## config.mk

```make
export PLATFORM = sky130hd
export DESIGN_NAME = dcache_flush_ctrl
export DESIGN_NICKNAME = d
export VERILOG_FILES = /design/src/rtl/std_cache_pkg.sv /design/src/rtl/dcache_outstanding_cnt.sv /design/src/rtl/dcache_flush_ctrl.sv
export SDC_FILE = /design/constraint.sdc
export NUM_CORES = 1
export LEC_CHECK = 0
export ABC_CLOCK_PERIOD_IN_PS = 2100
export BUFFER_PORTS_ARGS = -buffer_cell sky130_fd_sc_hd__buf_2
export CORE_ASPECT_RATIO = 0.6
export CORE_UTILIZATION = 56
export CTS_CLUSTER_DIAMETER = 150
export DETAILED_ROUTE_END_ITERATION = 10
export PLACE_DENSITY = 0.78
export SLEW_MARGIN = 20
export SYNTH_ARGS = -nofsm -noshare
export SYNTH_HDL_FRONTEND = slang
export SYNTH_SLANG_ARGS = --single-unit
```

## constraint.sdc

```tcl
create_clock -name clk_i -period 2.1 [get_ports clk_i]
set_input_delay 0.42 -clock clk_i [delete_from_list [all_inputs] [get_ports clk_i]]
set_output_delay 0.42 -clock clk_i [all_outputs]
set_load 0.02 [all_outputs]
```

## src/rtl/std_cache_pkg.sv

```systemverilog
// Shared types and constants for the std cache subsystem.
package std_cache_pkg;

  // Whole-cache flush sequencer states.
  typedef enum logic [1:0] {
    IDLE,
    DRAIN,
    FLUSH,
    ACK
  } flush_state_e;

  // Cycles spent waiting on the dcache before a flush is abandoned.
  localparam int unsigned FLUSH_TIMEOUT_DEFAULT = 4096;

  // Bits needed to hold values 0..v-1, never less than one.
  function automatic int unsigned clog2_min1(input int unsigned v);
    return (v > 1) ? $clog2(v) : 1;
  endfunction

endpackage

```

## src/rtl/dcache_outstanding_cnt.sv

```systemverilog
// Saturating up/down counter of granted-but-unanswered dcache reads.
module dcache_outstanding_cnt
  import std_cache_pkg::*;
#(
  parameter int unsigned MAX = 4,
  parameter int unsigned W   = clog2_min1(MAX + 1)
) (
  input  logic         clk,
  input  logic         rst,
  input  logic         inc,
  input  logic         dec,
  output logic [W-1:0] cnt,
  output logic         zero
);

  // Count grants up and returns down; a simultaneous pair cancels out.
  // NOTE: sequential state is written with <= so every register samples pre-edge values.
  always_ff @(posedge clk or posedge rst) begin
    if (rst) begin
      cnt <= '0;
    end else if (inc && !dec && cnt != W'(MAX)) begin
      cnt <= cnt + W'(1);
    end else if (dec && !inc && cnt != '0) begin
      cnt <= cnt - W'(1);
    end
  end

  assign zero = (cnt == '0);

  // A grant beyond the outstanding limit or a return with nothing pending is a protocol error.
  a_no_overflow: assert property (@(posedge clk) disable iff (rst)
    !(inc && !dec && cnt == W'(MAX)));
  a_no_underflow: assert property (@(posedge clk) disable iff (rst)
    !(dec && !inc && cnt == '0));

endmodule

```

## src/rtl/dcache_flush_ctrl.sv

```systemverilog
// Merges flush requests, drains the dcache and runs the management flush handshake.
module dcache_flush_ctrl
  import std_cache_pkg::*;
#(
  parameter int unsigned NR_SRC          = 3,
  parameter int unsigned MAX_OUTSTANDING = 4,
  parameter int unsigned TIMEOUT         = FLUSH_TIMEOUT_DEFAULT,
  parameter int unsigned CNT_WIDTH       = 16
) (
  input  logic                 clk_i,
  input  logic                 rst_i,
  input  logic [NR_SRC-1:0]    flush_req_i,
  output logic [NR_SRC-1:0]    flush_ack_o,
  input  logic                 rd_gnt_i,
  input  logic                 rd_rvalid_i,
  input  logic                 wbuffer_empty_i,
  output logic                 hold_o,
  output logic                 dcache_flush_o,
  input  logic                 dcache_flush_ack_i,
  output logic                 busy_o,
  output logic                 timeout_o,
  output logic [CNT_WIDTH-1:0] flush_cnt_o
);

  localparam int unsigned OUT_W = clog2_min1(MAX_OUTSTANDING + 1);
  localparam int unsigned TO_W  = clog2_min1(TIMEOUT);
  localparam logic [TO_W-1:0] TO_LAST = TO_W'(TIMEOUT - 1);

  flush_state_e       state;
  logic [NR_SRC-1:0]  mask;
  logic [NR_SRC-1:0]  ack_q;
  logic [NR_SRC-1:0]  pend;
  logic [TO_W-1:0]    to_cnt;
  logic               round_ok;
  logic [OUT_W-1:0]   out_cnt_unused;
  logic               out_zero;

  // Only the empty indication steers the sequencer; the count itself is for probing.
  dcache_outstanding_cnt #(
    .MAX (MAX_OUTSTANDING),
    .W   (OUT_W)
  ) u_outstanding (
    .clk  (clk_i),
    .rst  (rst_i),
    .inc  (rd_gnt_i),
    .dec  (rd_rvalid_i),
    .cnt  (out_cnt_unused),
    .zero (out_zero)
  );

  // A source just acked still holds its request for one cycle; keep it out of the next round.
  assign pend = flush_req_i & ~ack_q;

  // Flush sequencer: capture requesters, drain, flush with timeout, acknowledge.
  always_ff @(posedge clk_i or posedge rst_i) begin
    if (rst_i) begin
      state       <= IDLE;
      mask        <= '0;
      ack_q       <= '0;
      flush_ack_o <= '0;
      to_cnt      <= '0;
      round_ok    <= 1'b0;
      timeout_o   <= 1'b0;
      flush_cnt_o <= '0;
    end else begin
      ack_q       <= flush_ack_o;
      // NOTE: this default is overridden later in the block; the last non-blocking write wins.
      flush_ack_o <= '0;
      unique case (state)
        IDLE: begin
          if (|pend) begin
            mask  <= pend;
            state <= DRAIN;
          end
        end
        DRAIN: begin
          if (out_zero && wbuffer_empty_i) begin
            to_cnt <= '0;
            state  <= FLUSH;
          end
        end
        FLUSH: begin
          if (dcache_flush_ack_i) begin
            flush_ack_o <= mask;
            round_ok    <= 1'b1;
            state       <= ACK;
          end else if (to_cnt == TO_LAST) begin
            flush_ack_o <= mask;
            round_ok    <= 1'b0;
            timeout_o   <= 1'b1;
            state       <= ACK;
          end else begin
            to_cnt <= to_cnt + TO_W'(1);
          end
        end
        ACK: begin
          if (round_ok) begin
            flush_cnt_o <= flush_cnt_o + CNT_WIDTH'(1);
          end
          mask  <= '0;
          state <= IDLE;
        end
        default: state <= IDLE;
      endcase
    end
  end

  // Status outputs are pure state decodes, so no input reaches an output combinationally.
  assign hold_o         = (state != IDLE);
  assign busy_o         = (state != IDLE);
  assign dcache_flush_o = (state == FLUSH);

endmodule

```

==> run_results.csv, run 1 <==
group,metric,value,unit
worst_setup_path,ff2ff_setup_slack,0.17,ns
yosys,ys_ff_latch,44,
floorplanning,core,3760,sq um
worst_setup_path,crit_path_end_kind,"register",
yosys,yosysWarnings,0,
yosys,synth_cell_type_count,41,
timing,setup_violations,0,
clock_network,numCtsBuffers,5,
yosys,synthArstFlopShare,1.00,
drt,drt_iter0_markers,116,
min_path,hp-class,"input pin to async pin",
final_layout,final.fill_count,299,
global_routing,antenna_found_initial,0,
floorplanning,initial_core_util,0.599,
worst_setup_path,r2r-end,"to_cnt[2]$_DFFE_PP0P_",
final_layout,nNetsFinal,277,
yosys,synthAdderAreaFrac,0.0477,
worst_setup_path,path_class,"register to register",
drt,route.detailed.drc,8,
timing,finalCriticalPeriod,1.93,ns
global_routing,grt_pass1_vias,1607,
worst_setup_path,startpoint_type,"register",
placed_design,hpwl,3.29,mm
drt,first_pass_iters,9,
final_layout,drive_above_1_share,0.203,
drt,viasPerCell,5.76,
timing,fmax,518,MHz
timing,finalClockSkew,0.00877,ns
yosys,synth_flop_cell,"dfrtp_1",
floorplanning,die_w,83.9,microns
timing,rsz0062_at_grt,"no",
timing,period_share,0.920,
yosys,ys_seq_area_frac,0.488,
placed_design,dpl.cell_count,300,
timing,worstMarginPinSlew,0.539,ns
yosys,synthesis.area,2250,sq um
power,peakVddDrop,0.621,mV
clock_network,holdBufCountCts,0,
clock_network,post_cts_buffers,0,
global_routing,grt_pass1_wl,7.64,mm
clock_network,clk_path_buf_depth,2,
worst_setup_path,cpPeakStageDelay,0.56,ns
clock_network,clkLatencyLatePin,0.30,ns
worst_setup_path,cp_max_fo,12,
global_routing,grt_use_total,0.235,
yosys,synth_compound_area_frac,0.155,
power,totalPowerFinal,0.00307,W
final_layout,regArea,1100,sq um
yosys,postSynthCellCount,222,
status,violations,"design-rule violations",
timing,setup_ws,0.168,ns
yosys,synth_edf_count,0,
yosys,synth-simple-area-share,0.207,
clock_network,path_clk_slew,0.08,ns
timing,max_slew_margin,0.640,
timing,drv_slew,0,
floorplanning,die_area,4290,sq um
worst_setup_path,cp.required,2.28,ns
final_layout,area_delta_synth_final,15.0,%
clock_network,cts_tree,"yes",
yosys,synth_mux_area_frac,0.00999,
run,max_cap_viol_count,0,
timing,whs,0.238,ns
clock_network,htreeDepth,2,
clock_network,cts_root_buf,"clkbuf_8",
final_layout,multi_input_area,1100,sq um
power,power_density,1180,nW/um^2
placed_design,portBuffers,31,
drt,drt-total-wl,4.54,mm
floorplanning,dieHeight,51.2,microns
final_layout,post_layout_nonfiller_instances,308,
floorplanning,rows,17,
yosys,synth_nets,239,
power,p_leak,1.21,nW
yosys,synth_top_family_by_area,"simple AND/OR/NAND/NOR gates",
worst_setup_path,worst_path_max_delay_cell,"or4b_4",
drt,ant_nets,0,
drt,num_vias,1775,
worst_setup_path,reg2reg_depth,4,
timing,hold_viol,0,
floorplanning,pin_count,32,
worst_setup_path,reg2reg_from,"u_outstanding.cnt[1]$_DFFE_PP0P_",
final_layout,diodes,0,
drt,post_drt_wl_per_cell,14.8,microns
worst_setup_path,crit_chain,"or4b_4 -> a211o_2 -> o31ai_1 -> o21ai_0",
worst_setup_path,crit_arrival,2.11,ns
yosys,synth_xor_area_frac,0.0660,
placed_design,gp_congestion,0.838,
status,status,"finished with violations",
global_routing,grt_max_degree,45,
yosys,syn_avg_cell_area,10.2,sq um
placed_design,pre_cts_ws,0.153,ns
clock_network,cts.sinks,44,
global_routing,overflow,0,
timing,fin_setup_tns,0,ns
-- metal layers --
metal	vias to the layer above	GRT usage	routed length [microns]
met3	7	0.0565	256
met1	831	0.356	2400
met5	-	0	0
li1	883	-	-
met2	54	0.329	1830
met4	0	0.0805	55
-- power by group --
group          internal [W]  switching (W)  leakage [nW]
Sequential          0.00103       0.000191         0.582
Combinational      0.000468       0.000753         0.572
Clock              0.000353       0.000276        0.0552
Total               0.00185        0.00122          1.21
-- registers in the layout (all words and copies together) (netlist names) --
signal	cells
to_cnt	12
ack_q	3
mask	3
round_ok	1
state	2
u_outstanding.cnt	3
timeout_o	1
flush_ack_o	3
flush_cnt_o	16
-- worst max-delay path, delay by kind of cell, from the launching register on --
| kind | cells | cell delay, ns |
|---|---|---|
| AOI/OAI and AO/OA | 3 | 0.81 |
| DFF | 1 | 0.45 |
| and+or+nand+nor | 1 | 0.56 |
-- kinds of logic (layout without fill, tap and decap cells) --
family,count (synthesis),count (layout)
AO/OA/AOI/OAI,50,50
XOR/XNOR,17,17
adder cells (fa/ha/maj),8,8
buffers and inverters,12,51
flip-flops,44,44
multiplexers,2,2
AND/OR/NAND/NOR,89,89
-- final cells by class --
type,count,share of cell area
Multi-Input combinational cell,166,0.425
Clock buffer,6,0.0280
Timing Repair Buffer,37,0.0772
Clock inverter,2,0.0135
Sequential cell,44,0.425
Tap cell,47,0.0227
Inverter,6,0.00869
-- timing repair --
action                     4_1_cts  5_1_grt
hold endpoints to repair         0        0
setup endpoints to repair        0        4
resized for setup                0        3
-- placed cells by master, fill, tap and decap left out, drive strengths merged, types with 2 or more instances in the layout --
master and instances:
and4 3, xnor2 10, nand2 20, mux2 2, clkbuf 6, or4 4
o21ai 17, o211ai 10, nor3 4, inv 5, nor2 20, nand4 7
a21o 2, clkinv 2, nand3b 3, dfrtp 44, and2 5, a21oi 6
o21bai 2, ha 7, o31ai 3, nand2b 5, buf 37, and3 5
o221ai 2, nand3 9, nor4 2, xor2 7
-- cell usage after synthesis (all sizes together) (6+ instances only) --
cell type | number | area, sq um
a21oi | 6 | 30.0
dfrtp | 44 | 1100
ha | 7 | 87.6
inv | 6 | 22.5
nand2 | 20 | 75.1
nand3 | 9 | 45.0
nand4 | 7 | 43.8
nor2 | 20 | 75.1
o211ai | 10 | 75.1
o21ai | 17 | 85.1
xnor2 | 10 | 87.6
xor2 | 7 | 61.3
-- metrics by stage --
stage	util	instance area, sq um
2_1_floorplan	-	2250
3_3_place_gp	0.658	2480
3_5_place_dp	0.658	2480
4_1_cts	0.687	2590
5_1_grt	0.689	2590
6_report	0.689	2590
-- worst max-delay path by stage --
| stage | startpoint | to | slack [ns] | depth (start not counted) |
|---|---|---|---|---|
| floorplan | state[0]$_DFFE_PP0P_ | to_cnt[4]$_DFFE_PP0P_ | 0.09 | 8 |
| global placement | wbuffer_empty_i | to_cnt[2]$_DFFE_PP0P_ | 0.17 | 5 |
| detailed placement | state[0]$_DFFE_PP0P_ | to_cnt[2]$_DFFE_PP0P_ | 0.15 | 6 |
| CTS | state[0]$_DFFE_PP0P_ | dcache_flush_o | 0.1 | 4 |
| global route | u_outstanding.cnt[1]$_DFFE_PP0P_ | state[1]$_DFFE_PP0P_ | 0.09 | 4 |
| finish | u_outstanding.cnt[1]$_DFFE_PP0P_ | to_cnt[2]$_DFFE_PP0P_ | 0.17 | 4 |
Note: power is estimated with default switching activity, not from simulation.
==> inputs of run 2 (changes only) <==
ABC_CLOCK_PERIOD_IN_PS = 1700   (was 2100)
CORE_UTILIZATION = 51   (was 56)
PLACE_DENSITY = 0.75   (was 0.78)
clock period = 1.7 ns   (was 2.1 ns; I/O delays follow)
==> run_results.csv, run 2 (synthesis gave the netlist of run 1 again) <==
group,metric,value,unit
timing,fmax,550,MHz
timing,whs,0.00383,ns
min_path,hp-class,"input pin to async pin",
drt,num_vias,1954,
status,violations,"negative setup slack",
drt,route.detailed.drc,0,
final_layout,reg_top3,"flush_cnt_o: 16 flops, to_cnt: 12 flops",
worst_setup_path,path_class,"register to register",
clock_network,cts_tree,"yes",
floorplanning,die_w,87.8,microns
worst_setup_path,crit_arrival,1.99,ns
final_layout,final_common_cell,"dfrtp_1",
worst_setup_path,cp_max_fo,9,
drt,ant_nets,0,
clock_network,numCtsBuffers,5,
clock_network,clkLatencyLatePin,0.29,ns
clock_network,cts.sinks,44,
timing,period_share,1.07,
worst_setup_path,ff2ff_setup_slack,-0.12,ns
power,totalPowerFinal,0.00458,W
clock_network,path_clk_slew,0.08,ns
global_routing,grt_pass1_vias,1618,
timing,rsz0062_at_grt,"yes",
placed_design,gp_congestion,0.830,
clock_network,cts_root_buf,"clkbuf_8",
final_layout,layout_common_cells,"44 x dfrtp_1, 37 x buf_4, 28 x buf_2",
timing,max_slew_margin,0.680,
floorplanning,dieHeight,53.5,microns
floorplanning,pin_count,32,
worst_setup_path,reg2reg_from,"u_outstanding.cnt[2]$_DFFE_PP0P_",
floorplanning,rows,18,
floorplanning,core,4170,sq um
worst_setup_path,crit_path_end_kind,"register",
power,peakVddDrop,1.19,mV
timing,finalClockSkew,0.00241,ns
clock_network,holdBufCountCts,0,
drt,first_pass_iters,4,
final_layout,drive_above_1_share,0.356,
placed_design,portBuffers,31,
timing,finalCriticalPeriod,1.82,ns
global_routing,grt_use_total,0.231,
worst_setup_path,reg2reg_depth,5,
global_routing,grt_pass1_wl,7.94,mm
placed_design,hpwl,3.77,mm
final_layout,nNetsFinal,311,
final_layout,area_delta_synth_final,33.7,%
timing,setup_ws,-0.119,ns
clock_network,htreeDepth,2,
timing,worstMarginPinSlew,0.475,ns
floorplanning,initial_core_util,0.541,
final_layout,fin_util,0.724,
timing,setup_violations,15,
power,power_density,1520,nW/um^2
floorplanning,die_area,4700,sq um
drt,drt-total-wl,5.46,mm
final_layout,largest_reg_flops,16,
drt,drt_iter0_markers,234,
timing,hold_viol,0,
worst_setup_path,startpoint_type,"register",
global_routing,overflow,0,
worst_setup_path,cp.required,1.87,ns
timing,drv_slew,0,
drt,post_drt_wl_per_cell,15.4,microns
run,max_cap_viol_count,0,
power,p_leak,1.40,nW
final_layout,diodes,0,
placed_design,pre_cts_ws,-0.181,ns
worst_setup_path,r2r-end,"to_cnt[4]$_DFFE_PP0P_",
global_routing,grt_max_degree,33,
final_layout,largest_register,"flush_cnt_o",
global_routing,antenna_found_initial,0,
clock_network,clk_path_buf_depth,2,
drt,viasPerCell,5.50,
status,status,"finished with violations",
[run 2: cell count changes in the layout (fill, tap and decap cells not counted), sizes merged]
cell	delta
clkbuf	+1
clkinvlp	+1
bufinv	-1
clkinv	-1
buf	+34
[run 2: power breakdown]
group / internal, W / switching (W)
combinational: 0.00116 / 0.00129
clock: 0.000330 / 0.000347
sequential: 0.00127 / 0.000190
total: 0.00275 / 0.00183
[run 2: cell type report]
class	instances	area [sq um]
Sequential cell	44	1100
Tap cell	60	75.1
Fill cell	300	1150
Multi-Input combinational cell	166	1230
Timing Repair Buffer	71	494
Clock inverter	1	7.51
Clock buffer	7	86.3
Inverter	6	25.0
[run 2: through the flow]
stage | instances | area [sq um] | setup TNS (ns)
3_5_place_dp | 340 | 2740 | -1.25
3_3_place_gp | 340 | 2740 | -0.583
4_1_cts | 351 | 2910 | -1.01
6_report | 355 | 3020 | -1.06
2_1_floorplan | 222 | 2290 | -0.449
5_1_grt | 355 | 3020 | -2.18
[run 2: routing by layer]
layer  up-vias  track usage  wire [microns]
li1        947            -               -
met1       930        0.350            2650
met2        75        0.341            2500
met3         2       0.0593             292
met4         0       0.0273              13
met5         -            0               0
[run 2: worst max-delay path by stage]
stage / start / endpoint / slack (ns) / cells past startpoint
global placement: u_outstanding.cnt[1]$_DFFE_PP0P_ / to_cnt[6]$_DFFE_PP0P_ / -0.07 / 4
detailed placement: u_outstanding.cnt[1]$_DFFE_PP0P_ / to_cnt[6]$_DFFE_PP0P_ / -0.18 / 4
finish: u_outstanding.cnt[2]$_DFFE_PP0P_ / to_cnt[4]$_DFFE_PP0P_ / -0.12 / 5
floorplan: u_outstanding.cnt[1]$_DFFE_PP0P_ / state[1]$_DFFE_PP0P_ / -0.09 / 4
CTS: u_outstanding.cnt[1]$_DFFE_PP0P_ / to_cnt[4]$_DFFE_PP0P_ / -0.12 / 4
global route: u_outstanding.cnt[2]$_DFFE_PP0P_ / to_cnt[2]$_DFFE_PP0P_ / -0.19 / 5
[run 2: critical path, cell delays in order (launching register included)]
cell     delay (ns)
dfrtp_1        0.38
or4b_4         0.57
a211o_1        0.29
buf_4          0.18
o31ai_4        0.18
o31ai_2        0.09
[run 2: timing repair]
action,in CTS,in global routing
endpoints found under the setup margin,17,24
setup buffers,3,4
resized for setup,14,22
pin swaps,1,7
endpoints found under the hold margin,0,0
